[src/rtl/keypad_scan.sv]
// 4x4 matrix keypad scanner: active-low row drive, debounced single-key capture, valid/ack output.
// Optional macro COL_SYNC_EN adds a two-flop column synchronizer and stretches the row dwell to match.
module keypad_scan #(
  parameter int DEBOUNCE_SCANS = 4,
  parameter int SETTLE_CYCLES  = 1
) (
  input  logic       slow_clock,
  input  logic       reset,
  input  logic [3:0] COL,
  input  logic       key_ack,
  output logic [3:0] ROW,
  output logic [3:0] key_code,
  output logic       key_valid,
  output logic       key_held,
  output logic       overrun
);

`ifdef COL_SYNC_EN
  localparam int ROW_DWELL = SETTLE_CYCLES + 3;
`else
  localparam int ROW_DWELL = SETTLE_CYCLES + 1;
`endif
  localparam int DWELL_W = (ROW_DWELL > 1) ? $clog2(ROW_DWELL) : 1;
  localparam logic [DWELL_W-1:0] DWELL_LAST = DWELL_W'(ROW_DWELL - 1);
  localparam logic [3:0] DEB_MAX = 4'(DEBOUNCE_SCANS);

  typedef enum logic [1:0] {IDLE, PRESS_DEB, HELD, RELEASE_DEB} state_t;

  logic [3:0] col_sample;

`ifdef COL_SYNC_EN
  logic [3:0] col_meta_reg, col_sync_reg;
  always_ff @(negedge slow_clock or negedge reset) begin
    if (!reset) begin
      col_meta_reg <= 4'hF;
      col_sync_reg <= 4'hF;
    end else begin
      col_meta_reg <= COL;
      col_sync_reg <= col_meta_reg;
    end
  end
  assign col_sample = col_sync_reg;
`else
  assign col_sample = COL;
`endif

  logic [1:0]         row_idx_reg;
  logic [DWELL_W-1:0] dwell_reg;
  logic               sample_edge, frame_end;

  assign sample_edge = (dwell_reg == DWELL_LAST);
  assign frame_end   = sample_edge && (row_idx_reg == 2'd3);
  assign ROW         = ~(4'b0001 << row_idx_reg);

  always_ff @(negedge slow_clock or negedge reset) begin
    if (!reset) begin
      row_idx_reg <= 2'd0;
      dwell_reg   <= '0;
    end else if (sample_edge) begin
      row_idx_reg <= row_idx_reg + 2'd1;
      dwell_reg   <= '0;
    end else begin
      dwell_reg   <= dwell_reg + 1'b1;
    end
  end

  // Classify the current row's columns: none, exactly one, or several pressed.
  logic [3:0] col_pressed;
  logic [1:0] row_col;
  logic       row_single, row_multi;

  always_comb begin
    col_pressed = ~col_sample;
    row_single  = 1'b0;
    row_col     = 2'd0;
    case (col_pressed)
      4'b0001: begin row_single = 1'b1; row_col = 2'd0; end
      4'b0010: begin row_single = 1'b1; row_col = 2'd1; end
      4'b0100: begin row_single = 1'b1; row_col = 2'd2; end
      4'b1000: begin row_single = 1'b1; row_col = 2'd3; end
      default: ;
    endcase
    row_multi = (|col_pressed) && !row_single;
  end

  logic       acc_found_reg, acc_multi_reg;
  logic [3:0] acc_key_reg;
  logic       hit_found, hit_multi;
  logic [3:0] hit_key;
  logic       frame_key, frame_none;

  // A second single row anywhere in the frame turns it into a ghost/multi frame.
  assign hit_multi  = acc_multi_reg | row_multi | (acc_found_reg & row_single);
  assign hit_found  = acc_found_reg | row_single;
  assign hit_key    = row_single ? {row_idx_reg, row_col} : acc_key_reg;
  assign frame_key  = hit_found && !hit_multi;
  assign frame_none = !hit_found && !hit_multi;

  always_ff @(negedge slow_clock or negedge reset) begin
    if (!reset) begin
      acc_found_reg <= 1'b0;
      acc_multi_reg <= 1'b0;
      acc_key_reg   <= 4'd0;
    end else if (frame_end) begin
      acc_found_reg <= 1'b0;
      acc_multi_reg <= 1'b0;
      acc_key_reg   <= 4'd0;
    end else if (sample_edge) begin
      acc_found_reg <= hit_found;
      acc_multi_reg <= hit_multi;
      acc_key_reg   <= hit_key;
    end
  end

  state_t     state_reg, state_next;
  logic [3:0] cand_reg, cand_next;
  logic [3:0] count_reg, count_next, count_inc;
  logic       start_press, report;
  logic [3:0] key_code_reg, key_code_next;
  logic       key_valid_reg, key_valid_next;
  logic       overrun_reg, overrun_next;
  logic       key_held_reg, key_held_next;

  assign count_inc = (count_reg < DEB_MAX) ? count_reg + 4'd1 : count_reg;

  // cand_reg doubles as the reported key while in HELD / RELEASE_DEB.
  always_comb begin
    state_next  = state_reg;
    cand_next   = cand_reg;
    count_next  = count_reg;
    start_press = 1'b0;
    report      = 1'b0;
    if (frame_end) begin
      case (state_reg)
        IDLE: begin
          if (frame_key) start_press = 1'b1;
        end
        PRESS_DEB: begin
          if (frame_key && hit_key == cand_reg) begin
            count_next = count_inc;
            if (count_inc >= DEB_MAX) begin
              report     = 1'b1;
              state_next = HELD;
            end
          end else if (frame_key) begin
            start_press = 1'b1;
          end else begin
            state_next = IDLE;
            count_next = 4'd0;
          end
        end
        HELD: begin
          if (frame_none) begin
            count_next = 4'd1;
            state_next = (DEB_MAX <= 4'd1) ? IDLE : RELEASE_DEB;
          end else if (frame_key && hit_key != cand_reg) begin
            start_press = 1'b1;
          end
        end
        RELEASE_DEB: begin
          if (frame_none) begin
            count_next = count_inc;
            if (count_inc >= DEB_MAX) begin
              state_next = IDLE;
              count_next = 4'd0;
            end
          end else if (frame_key && hit_key != cand_reg) begin
            start_press = 1'b1;
          end else begin
            state_next = HELD;
          end
        end
        default: state_next = IDLE;
      endcase
    end
    if (start_press) begin
      cand_next  = hit_key;
      count_next = 4'd1;
      if (DEB_MAX <= 4'd1) begin
        report     = 1'b1;
        state_next = HELD;
      end else begin
        state_next = PRESS_DEB;
      end
    end
  end

  always_comb begin
    key_code_next  = key_code_reg;
    key_valid_next = key_valid_reg;
    overrun_next   = overrun_reg;
    if (report) begin
      if (!key_valid_reg || key_ack) begin
        key_code_next  = cand_next;
        key_valid_next = 1'b1;
      end else begin
        overrun_next   = 1'b1;
      end
    end else if (key_ack && key_valid_reg) begin
      key_valid_next = 1'b0;
    end
    key_held_next = (state_next == HELD) || (state_next == RELEASE_DEB);
  end

  always_ff @(negedge slow_clock or negedge reset) begin
    if (!reset) begin
      state_reg     <= IDLE;
      cand_reg      <= 4'd0;
      count_reg     <= 4'd0;
      key_code_reg  <= 4'd0;
      key_valid_reg <= 1'b0;
      overrun_reg   <= 1'b0;
      key_held_reg  <= 1'b0;
    end else begin
      state_reg     <= state_next;
      cand_reg      <= cand_next;
      count_reg     <= count_next;
      key_code_reg  <= key_code_next;
      key_valid_reg <= key_valid_next;
      overrun_reg   <= overrun_next;
      key_held_reg  <= key_held_next;
    end
  end

  assign key_code  = key_code_reg;
  assign key_valid = key_valid_reg;
  assign overrun   = overrun_reg;
  assign key_held  = key_held_reg;

endmodule

[config.mk]
export PLATFORM = sky130hd
export DESIGN_NAME = keypad_scan
export DESIGN_NICKNAME = d
export VERILOG_FILES = /design/src/rtl/keypad_scan.sv
export SDC_FILE = /design/constraint.sdc
export NUM_CORES = 1
export LEC_CHECK = 0
export CAP_MARGIN = 10
export CORE_MARGIN = 1
export CORE_UTILIZATION = 61
export DETAILED_ROUTE_END_ITERATION = 7
export GPL_ROUTABILITY_DRIVEN = 0
export GPL_TIMING_DRIVEN = 0
export PLACE_DENSITY = 0.87
export SYNTH_ARGS = -nofsm -noshare
export SYNTH_HDL_FRONTEND = slang
export SYNTH_SLANG_ARGS = --single-unit
[constraint.sdc]
create_clock -name slow_clock -period 6.91 [get_ports slow_clock]
set_clock_uncertainty 0.15 [all_clocks]
set_input_delay 1.382 -clock slow_clock [delete_from_list [all_inputs] [get_ports slow_clock]]
set_output_delay 1.382 -clock slow_clock [all_outputs]
set_load 0.01 [all_outputs]
### After elaboration in Yosys (flattened, before gate mapping)

Cells that the tools add are included.

| storage, ports and cells | value |
|---|---|
| word-level logic and storage cells | 109 |
| output and inout bits | 11 |
| flip-flop bits (word level) | 26 |

| operators by class | value |
|---|---|
| $lt $le $gt $ge | 2 |
| bitwise gates (word level) | 7 |
| equal/unequal tests | 16 |
| shift-type cells | 1 |
| reductions and logical operators | 25 |
| multiplexer cells | 43 |
| add/subtract/negate cells | 3 |

Operators with widths:

| cell | number |
|---|---|
| 2-to-1 mux 4 bit | 12 |
| 2-to-1 mux 1 bit | 18 |
| 2-to-1 mux 2 bit | 9 |
| case mux 2 bit (3 select lines) | 2 |
| case mux 4 bit (3 select lines) | 1 |
| equality test 2 bit, second input constant | 5 |
| NOT 4 bit | 2 |
| OR reduction 4 bit | 2 |
| logical AND 1 bit | 7 |
| != test 3 bit, second input constant | 2 |
| AND reduction 2 bit | 3 |
| nonzero test 2 bit | 3 |
| AND reduction 5 bit | 1 |
| adder 4 x 1 -> 4 bit, second input constant | 1 |
| equality test 4 x 1 -> 1 bit, second input constant | 1 |
| equality test 4 x 2 -> 1 bit, second input constant | 1 |
| equality test 4 x 3 -> 1 bit, second input constant | 1 |
| equality test 4 bit | 1 |
| equality test 4 bit, second input constant | 1 |
| >= comparator 4 x 3 -> 1 bit, second input constant | 1 |
| logical NOT 1 bit | 4 |
| < comparator 4 x 3 -> 1 bit, second input constant | 1 |
| != test 4 bit | 1 |
| != test 4 bit, second input constant | 1 |
| 13 further kinds | 16 |

### Logic depth before layout (Yosys ltp)

Gate-level depths: netlist of the first run.

| logic depth | value |
|---|---|
| depth in word-level cells | 18 |
| depth in mapped cells | 10 |

==> results of run 1 <==
[what timing repair did]
action | in CTS | in global routing
pin swaps | 2 | 3
gates resized for setup | 9 | 16
cloned | 0 | 1
hold buffers | 0 | 0
setup endpoints to repair | 10 | 8
buffers inserted | 5 | 3
[kinds of logic after synthesis]
kind of cell	Yosys count
AOI/OAI and AO/OA	56
xor gates and xnor gates	7
adders and majority gates	7
buffers and inverters	23
DFF	26
muxes	5
and+or+nand+nor	66
[synthesized netlist by cell type, types with 2 or more instances]
library cell,number
nor2_1,11
a31oi_1,5
and2_1,4
nand2_1,22
xor2_1,3
mux2_4,4
a21oi_1,14
a22o_1,2
nand3_1,5
ha_1,5
inv_1,13
nor2b_1,4
nand2b_1,6
clkbuf_1,4
xnor2_1,3
o21ai_1,3
o2bb2ai_1,3
dfrtn_1,26
nor4_1,2
o21ai_0,12
buf_6,5
[final cells by class]
class / instances / area [um^2] / area share [%]
Inverter: 13 / 48.80 / 2.225
Sequential cell: 26 / 650.6 / 29.66
Timing Repair Buffer: 25 / 232.7 / 10.61
Clock buffer: 3 / 22.52 / 1.027
Buffer: 10 / 86.33 / 3.936
Multi-Input combinational cell: 141 / 1084 / 49.40
Tap cell: 31 / 38.79 / 1.768
Clock inverter: 1 / 30.03 / 1.369
[stage by stage]
stage               instances  hold WS (ns)  power, mW  util (%)
finish                    250        0.2841     0.3171     80.23
detailed placement        236        0.2709     0.1977     71.44
global route              250        0.3022     0.3274     80.23
floorplan                 190        0.2802     0.1864         -
CTS                       245        0.2767     0.3072     75.56
global placement          236        0.2687     0.1962     71.44
[final timing paths]
path                                 from             to
min in group asynchronous           reset  acc_multi_reg
setup reg to reg           row_idx_reg[0]    key_code[3]
setup / recovery                   COL[2]    key_code[3]
hold reg to reg                   overrun        overrun
max in group asynchronous           reset   count_reg[1]
hold / removal                    overrun        overrun
[layer usage]
| metal | global-route usage, % | part of all wire [%] |
|---|---|---|
| met1 | 31.32 | 38 |
| met2 | 48.54 | 52 |
| met3 | 7.026 | 6.7 |
| met4 | 10.71 | 2.5 |
| met5 | 0 | 0 |
[power breakdown]
group / internal (mW) / switching [mW] / total [mW]
combinational: 0.0247 / 0.0310 / 0.0557
sequential: 0.154 / 0.000753 / 0.155
clock: 0.0587 / 0.0480 / 0.107
total: 0.237 / 0.0797 / 0.317
==> metrics.md, run 1 <==
| Metric | Value |
|---|---|
| Syn Std Cell Area | 1748 um^2 |
| Initial antenna violation count | 0 |
| Pwr per Cell Area | approximately 140 nW/um^2 |
| Ports | 18 |
| Drt total wl | 4.705 mm |
| # clock sinks | 26 |
| Final nets | 232 |
| Data arrival, critical path | 3.43 ns |
| Leak | roughly 0.98 nW |
| Top FF cell, synth | dfrtn_1 |
| Starting Density | 63.94% |
| Ranking of synthesized cells by area | dfrtn_1, nand2_1, a21oi_1 |
| Post-Syn Area per Cell | 9.200 um^2 |
| CTS Buf Count | 3 |
| ANT nets after route | 0 |
| CTS tree | built |
| IO buf count | 15 |
| Worst VDD drop | about 0.2 mV |
| Clk slew on worst S/H paths | around 0.1 ns |
| CP cell instances | buf_2 -> buf_6 -> a31oi_1 -> o22ai_2 -> a21oi_2 -> xnor2_2 -> nor4_4 -> buf_4 -> nand4_4 -> nor2b_4 -> mux2_4 |
| Syn nets | ~200 |
| Post-Place Cell Area | 1953 um^2 |
| Reg-to-reg slack, setup | about 4.3 ns |
| Largest net degree at the start of global routing | 27 |
| Cell variety after synth | 55 |
| Cell count after synthesis | 190 |
| Sequential area share after synthesis | approximately 37% |
| Die ar. | 3084 um^2 |
| CP startpoint kind | primary input |
| XOR/XNOR Fraction of Synth Area | approximately 3.9% |
| Worst-path maximum fanout | 10 |
| CTS root buf | clkbuf_4 |
| Fill cells | around 160 |
| Commonest non-fill, non-tap cell in the layout | dfrtn_1 |
| Average routed wire per standard cell | 18.82 um |
| Compound-cell area share of the yosys netlist | between 20% and 30% |
| Crit. path cell count | 11 |
| Bufs and invs on worst path | 3 |
| CP endpoint kind | register |
| Share of cells above drive strength 1 | 23.29% |
| Crit-path slowest cell | mux2_4 |
| CTS H-tree lvls | 1 |
| Clk_lat worst skew | roughly 0.32 ns |
| Post-synth top area share | 37.22% |
| First-pass DRT Iterations | 5 |
| # Max-Cap Violations | 0 |
| Critical path type | primary input to register |
| Adder-Cell Fraction of Synth Area | 4.796% |
| Endpoints failing hold | 0 |
| Antenna cells | 0 |
| Final Setup Violations | 0 |
| WHS Path Cells | 1 |
| Max-slew violations | 0 |
| Critical Path RT | around 3.5 ns |
| Chip Width | about 56 um |
| R2R cell count | 9 |
| Synth-to-layout area growth | 25.48% |
| Most area-hungry cell type in the Yosys netlist | dfrtn_1 |
| Hpwl dp | around 2.7 mm |
| Status | completed |
| Die H | around 56 um |
| Sum Neg Setup Slack | 0 ns |
| Post-Place Setup Slack | -0.8694 ns |
| Simple-Gate Fraction of Synth Area | about 21% |
| DR vias/cell | 6.540 |
| Seq cells post-synth | 26 |
| FP Rows | 19 |
| Total gr overflow | 0 |
| Vias in the first global route | ~1500 |
| Slew Limit Headroom | between 60% and 70% |
| Iter 0 DRT Violations | 115 |
| Worst slew pin tran | 0.5293 ns |
| Via count | roughly 1600 |
| Commonest cells after routing, fill and taps aside | dfrtn_1, nand2_1, inv_1, clkdlybuf4s50_1 |
| Final worst setup slack | roughly 0.052 ns |
| GRT Resource Usage Total | between 20% and 30% |
| HP Class | register to register |
| Synth warn | 0 |
| Slowest stage delay, CP | about 0.32 ns |
| Cell family contributing the most delay on the critical path | simple AND/OR/NAND/NOR gates |
| Main combinational cell family by area after synthesis | simple AND/OR/NAND/NOR gates |
| DRC errors left | 0 |
| Core Area | about 2700 um^2 |
| Final Cell Area | about 2200 um^2 |
| Asr flop ratio synth | between 90% and 100% |
| Number of synthesized flops with an enable pin | 0 |
| Clock Tree Buf Depth | 2 |
| Mux cell area share after synthesis | 4.080% |
| Global-route wire length before repair | 6.658 mm |
No activity file was read; power rests on OpenSTA's default activity.
==> run 2: changes to the inputs <==
--- a/config.mk
+++ b/config.mk
@@ -7,11 +7,11 @@
 export LEC_CHECK = 0
 export CAP_MARGIN = 10
 export CORE_MARGIN = 1
-export CORE_UTILIZATION = 61
+export CORE_UTILIZATION = 46
 export DETAILED_ROUTE_END_ITERATION = 7
 export GPL_ROUTABILITY_DRIVEN = 0
 export GPL_TIMING_DRIVEN = 0
-export PLACE_DENSITY = 0.87
+export PLACE_DENSITY = 0.69
 export SYNTH_ARGS = -nofsm -noshare
 export SYNTH_HDL_FRONTEND = slang
 export SYNTH_SLANG_ARGS = --single-unit
==> metrics.md, run 2 (synthesis results as in run 1) <==
| Metric | Value |
|---|---|
| Pwr per Cell Area | approximately 150 nW/um^2 |
| Endpoints failing hold | 0 |
| Non-filler cells, final | ~260 |
| IO buf count | 15 |
| Starting Density | between 40% and 50% |
| Iter 0 DRT Violations | 72 |
| GRT Resource Usage Total | around a fifth |
| DRC errors left | 0 |
| Commonest cells after routing, fill and taps aside | dfrtn_1, nand2_1, inv_1, a21oi_1, clkdlybuf4s50_1 |
| Status | completed |
| Via count | around 1500 |
| Leak | between 0.9 and 1 nW |
| CP endpoint kind | register |
| Share of cells above drive strength 1 | between 20% and 30% |
| Hpwl dp | between 2 and 3 mm |
| Hold EP | overrun |
| Worst Hold Margin | ~0.27 ns |
| Hold_buf cts | 0 |
| Final nets | 228 |
| Worst slew pin tran | around 0.54 ns |
| Final worst setup slack | around 0.057 ns |
| Synth-to-layout area growth | 26.70% |
| Data arrival, critical path | ~3.4 ns |
| CTS root buf | clkbuf_8 |
| # Max-Cap Violations | 0 |
| Max-slew violations | 0 |
| Reg2reg start | row_idx_reg[0] |
| Vias in the first global route | around 1400 |
| First-pass DRT Iterations | 4 |
| Final core utilization | between 60% and 70% |
| Placed cells | around 250 |
| CTS Buf Count | 3 |
| CTS H-tree lvls | 1 |
| # clock sinks | 26 |
| Final Setup Violations | 0 |
| DR vias/cell | 5.605 |
| ANT nets after route | 0 |
| Reg-to-reg slack, setup | about 4.4 ns |
| Worst-path maximum fanout | 10 |
| Worst VDD drop | about 0.13 mV |
| Bufs and invs on worst path | 3 |
| Hold_sp | overrun |
| CTS tree | built |
| Clk slew on worst S/H paths | 0.06 ns |
| Drt total wl | ~3.8 mm |
| Final Power | about 0.33 mW |
| Slowest stage delay, CP | roughly 0.31 ns |
| Critical Path RT | 3.44 ns |
| Cell family contributing the most delay on the critical path | simple AND/OR/NAND/NOR gates |
| Total gr overflow | 0 |
| FP Rows | 22 |
| Slew Limit Headroom | a little under two thirds |
| Antenna cells | 0 |
| CP cell instances | clkbuf_4 -> buf_8 -> nand3b_1 -> o32ai_4 -> nor2_4 -> and3_4 -> nor4_4 -> buf_4 -> nand4_4 -> nor2b_4 -> mux2_4 |
| Largest net degree at the start of global routing | 27 |
| Crit-path slowest cell | mux2_4 |
| Core Area | between 3000 and 4000 um^2 |
| CP startpoint kind | primary input |
| WHS Path Cells | 1 |
| Initial antenna violation count | 0 |
| Ports | 18 |
| Clock Tree Buf Depth | 2 |
| Chip Width | roughly 64 um |
| Clk_lat worst skew | 0.28 ns |
| Die ar. | between 4000 and 5000 um^2 |
| HP Class | register to register |
| Critical path type | primary input to register |
| Global-route wire length before repair | ~6.4 mm |
| Die H | between 60 and 70 um |
| RR Endpoint | count_reg[0] |
| R2R cell count | 10 |
| Average routed wire per standard cell | approximately 15 um |
| Post-Place Setup Slack | -0.8574 ns |
| Commonest non-fill, non-tap cell in the layout | dfrtn_1 |
==> run 2: cell types whose count changed in the layout (fill, tap and decap cells not counted), moves of 2 or more <==
cell	previous run	this run
clkbuf_8	0	3
buf_4	8	5
clkbuf_4	3	1
a31oi_2	0	2
a21oi_2	3	1
==> run 2: per-layer routing <==
metal / wire, um / global-route usage (%) / vias to the layer above
li1: - / - / 725
met5: 0 / 0 / -
met2: 1946 / 33.64 / 18
met1: 1730 / 25.40 / 725
met3: 111 / 4.348 / 6
met4: 52 / 9.091 / 0
==> run 2: cell type report <==
class                           count  area (um^2)
Inverter                           13        48.80
Tap cell                           48        60.06
Multi-Input combinational cell    141         1085
Timing Repair Buffer               22        212.7
Clock inverter                      1        30.03
Buffer                              9        86.33
Clock buffer                        3        41.29
Sequential cell                    26        650.6
Fill cell                         310         1446
==> run 2: worst max path at each step <==
stage                      start     endpoint  slack, ns  cells past startpoint
after global placement    COL[2]  key_code[0]      -0.81                      9
after CTS                 COL[3]  key_code[1]       0.02                     10
after detailed placement  COL[2]  key_code[2]      -0.86                      9
final                     COL[2]  key_code[1]       0.06                     11
after global routing      COL[2]  key_code[2]      -0.04                     11
after floorplan           COL[0]  key_code[0]      -0.09                      9
==> run 2: worst register-to-register path, stage by stage (launching register included) <==
cell and delay (ns):
dfrtn_1 0.52, ha_1 0.24, and2_1 0.13, clkbuf_1 0.28, nand2_1 0.19, nor2_1 0.19, nand2_1 0.07, o21ai_0 0.11
a31oi_1 0.10, o221a_1 0.25, o22a_1 0.17
==> run 2: stage by stage <==
| stage | TNS, ns | instance area [um^2] |
|---|---|---|
| 2_1_floorplan | -0.3784 | 1764 |
| 3_3_place_gp | -8.386 | 1974 |
| 3_5_place_dp | -9.034 | 1974 |
| 4_1_cts | 0 | 2087 |
| 5_1_grt | -0.1262 | 2215 |
| 6_report | 0 | 2215 |
==> run 2: what timing repair did <==
item / CTS / global route
gates cloned: 0 / 1
pin swaps: 2 / 4
setup buffers: 3 / 2
setup endpoints to repair: 12 / 5
resized for setup: 13 / 16
==> run 2: report_power, final <==
group          switching (mW)  internal (mW)  leakage (nW)
logic                  0.0280         0.0235         0.582
registers            0.000708          0.154         0.355
clock network          0.0480         0.0776        0.0357
==> run 3: changes to the inputs <==
--- a/config.mk
+++ b/config.mk
@@ -5,13 +5,14 @@
 export SDC_FILE = /design/constraint.sdc
 export NUM_CORES = 1
 export LEC_CHECK = 0
-export CAP_MARGIN = 10
 export CORE_MARGIN = 1
 export CORE_UTILIZATION = 46
 export DETAILED_ROUTE_END_ITERATION = 7
 export GPL_ROUTABILITY_DRIVEN = 0
 export GPL_TIMING_DRIVEN = 0
 export PLACE_DENSITY = 0.69
+export REMOVE_ABC_BUFFERS = 1
+export SLEW_MARGIN = 20
 export SYNTH_ARGS = -nofsm -noshare
 export SYNTH_HDL_FRONTEND = slang
 export SYNTH_SLANG_ARGS = --single-unit
==> metrics.md, run 3 (synthesis results as in run 1) <==
| Metric | Value |
|---|---|
| Status | completed |
| Starting Density | approximately 48% |
| Critical Path RT | 3.43 ns |
| Max-slew violations | 0 |
| Pwr per Cell Area | 157.2 nW/um^2 |
| DR vias/cell | about 5.6 |
| Core Area | 3661 um^2 |
| Final worst setup slack | between 0.1 and 0.15 ns |
| Flop pwr share | around 48% |
| Hpwl dp | 2.553 mm |
| Bufs and invs on worst path | 1 |
| First-pass DRT Iterations | 6 |
| R2R cell count | 8 |
| Sw Share | approximately a quarter |
| Final Setup Violations | 0 |
| # clock sinks | 26 |
| Critical path type | primary input to register |
| Die H | 63.64 um |
| Slowest stage delay, CP | 0.37 ns |
| Vias in the first global route | 1459 |
| Clk_lat worst skew | around 0.28 ns |
| CTS root buf | clkbuf_8 |
| Initial antenna violation count | 0 |
| Commonest non-fill, non-tap cell in the layout | dfrtn_1 |
| Total gr overflow | 0 |
| Data arrival, critical path | 3.33 ns |
| Worst VDD drop | slightly above 0.09 mV |
| IO buf count | 17 |
| Leak | 0.9052 nW |
| Crit-path slowest cell | nor4_4 |
| Cell Int Power | roughly 0.25 mW |
| Worst slew pin tran | 0.5868 ns |
| Crit. path cell count | 9 |
| Clock share of power | just under 40% |
| HP Class | register to register |
| RR Endpoint | key_code[3] |
| Clk slew on worst S/H paths | 0.06 ns |
| ANT nets after route | 0 |
| Clock Tree Buf Depth | 2 |
| Iter 0 DRT Violations | 32 |
| CTS Buf Count | 3 |
| # Max-Cap Violations | 0 |
| Sw Pwr | 0.07667 mW |
| GRT Resource Usage Total | about a fifth |
| Average routed wire per standard cell | about 14 um |
| DRC errors left | 0 |
| CTS tree | built |
| Post-Place Setup Slack | -1.157 ns |
| Endpoints failing hold | 0 |
| Die ar. | 4050 um^2 |
| CTS H-tree lvls | 1 |
| CP endpoint kind | register |
| Slew Limit Headroom | between 60% and 70% |
| Final nets | roughly 220 |
| Worst-path maximum fanout | 14 |
| Reg-to-reg slack, setup | about 4.4 ns |
| Hold_buf cts | 0 |
| Logic gate share of total power | a little over an eighth |
| FP Rows | 22 |
| Reg2reg start | row_idx_reg[0] |
| Via count | between 1000 and 1500 |
| CP cell instances | clkbuf_4 -> nand3b_1 -> o32ai_4 -> nor2_2 -> and3_4 -> nor4_4 -> nand4_4 -> nor2b_4 -> mux2_4 |
| Share of cells above drive strength 1 | 17.96% |
| Global-route wire length before repair | 6.368 mm |
| Antenna cells | 0 |
| Chip Width | about 64 um |
| Crit path capture | key_code[3] |
| Commonest cells after routing, fill and taps aside | dfrtn_1, nand2_1, inv_1, a21oi_1 |
| Crit path launch | COL[3] |
| Fill cells | between 300 and 400 |
| Worst Hold Margin | about 0.31 ns |
| Cell family contributing the most delay on the critical path | simple AND/OR/NAND/NOR gates |
| Drt total wl | about 3.7 mm |
| Largest net degree at the start of global routing | 27 |
| Ports | 18 |
| Synth-to-layout area growth | 18.40% |
| CP startpoint kind | primary input |
run 3: repair_timing:
action	CTS	global route
endpoints found under the setup margin	17	7
pin swaps	2	5
resized for setup	26	11
buffers inserted	2	3
run 3: worst min path at each step:
stage / depth (start not counted) / slack, ns / start / endpoint
floorplan: 1 / 0.28 / count_reg[1] / count_reg[1]
global placement: 1 / 0.27 / overrun / overrun
detailed placement: 1 / 0.28 / overrun / overrun
CTS: 1 / 0.28 / overrun / overrun
global route: 1 / 0.32 / key_code[0] / key_code[0]
finish: 1 / 0.31 / overrun / overrun
run 3: layer usage:
layer | share of wire [%] | GRT usage [%]
met2 | 51 | 33.78
met4 | 1.9 | 8.239
met3 | 3.1 | 3.442
met1 | 44 | 23.98
met5 | 0 | 0
run 3: cell type report:
type | instances | area, um^2 | share of cell area [%]
multi-input cells | 141 | 1035 | 50.00
flip-flops and latches | 26 | 650.6 | 31.44
repair buffers | 22 | 203.9 | 9.855
well taps | 48 | 60.06 | 2.902
inverters | 13 | 48.80 | 2.358
clock buffers | 3 | 41.29 | 1.995
clock inverters | 1 | 30.03 | 1.451
run 3: stage by stage:
step / setup TNS, ns / util, % / instance area, um^2 / cells / power [mW]
after floorplan: -0.006181 / - / 1672 / 180 / 0.1791
after global placement: -11.99 / 51.95 / 1902 / 245 / 0.1928
after detailed placement: -13.63 / 51.81 / 1897 / 245 / 0.1937
after CTS: 0 / 54.24 / 1986 / 251 / 0.3264
after global routing: -0.01094 / 56.53 / 2069 / 254 / 0.3387
final: 0 / 56.53 / 2069 / 254 / 0.3253
run 3: worst reg2reg max path, cell delays in order, from the launching register on:
cell and delay (ns):
dfrtn_1 0.52, nand2_1 0.14, a21oi_1 0.13, o21ai_1 0.13, and3_4 0.20, nor4_4 0.37, nand4_4 0.18, nor2b_4 0.23
mux2_4 0.33
run 3: power groups by stage:
stage / sequential, mW / clock, mW / combinational [mW]
floorplan: 0.157 / 0 / 0.0220
global placement: 0.157 / 0 / 0.0356
detailed placement: 0.157 / 0 / 0.0365
CTS: 0.154 / 0.133 / 0.0392
global route: 0.155 / 0.137 / 0.0475
finish: 0.154 / 0.128 / 0.0426
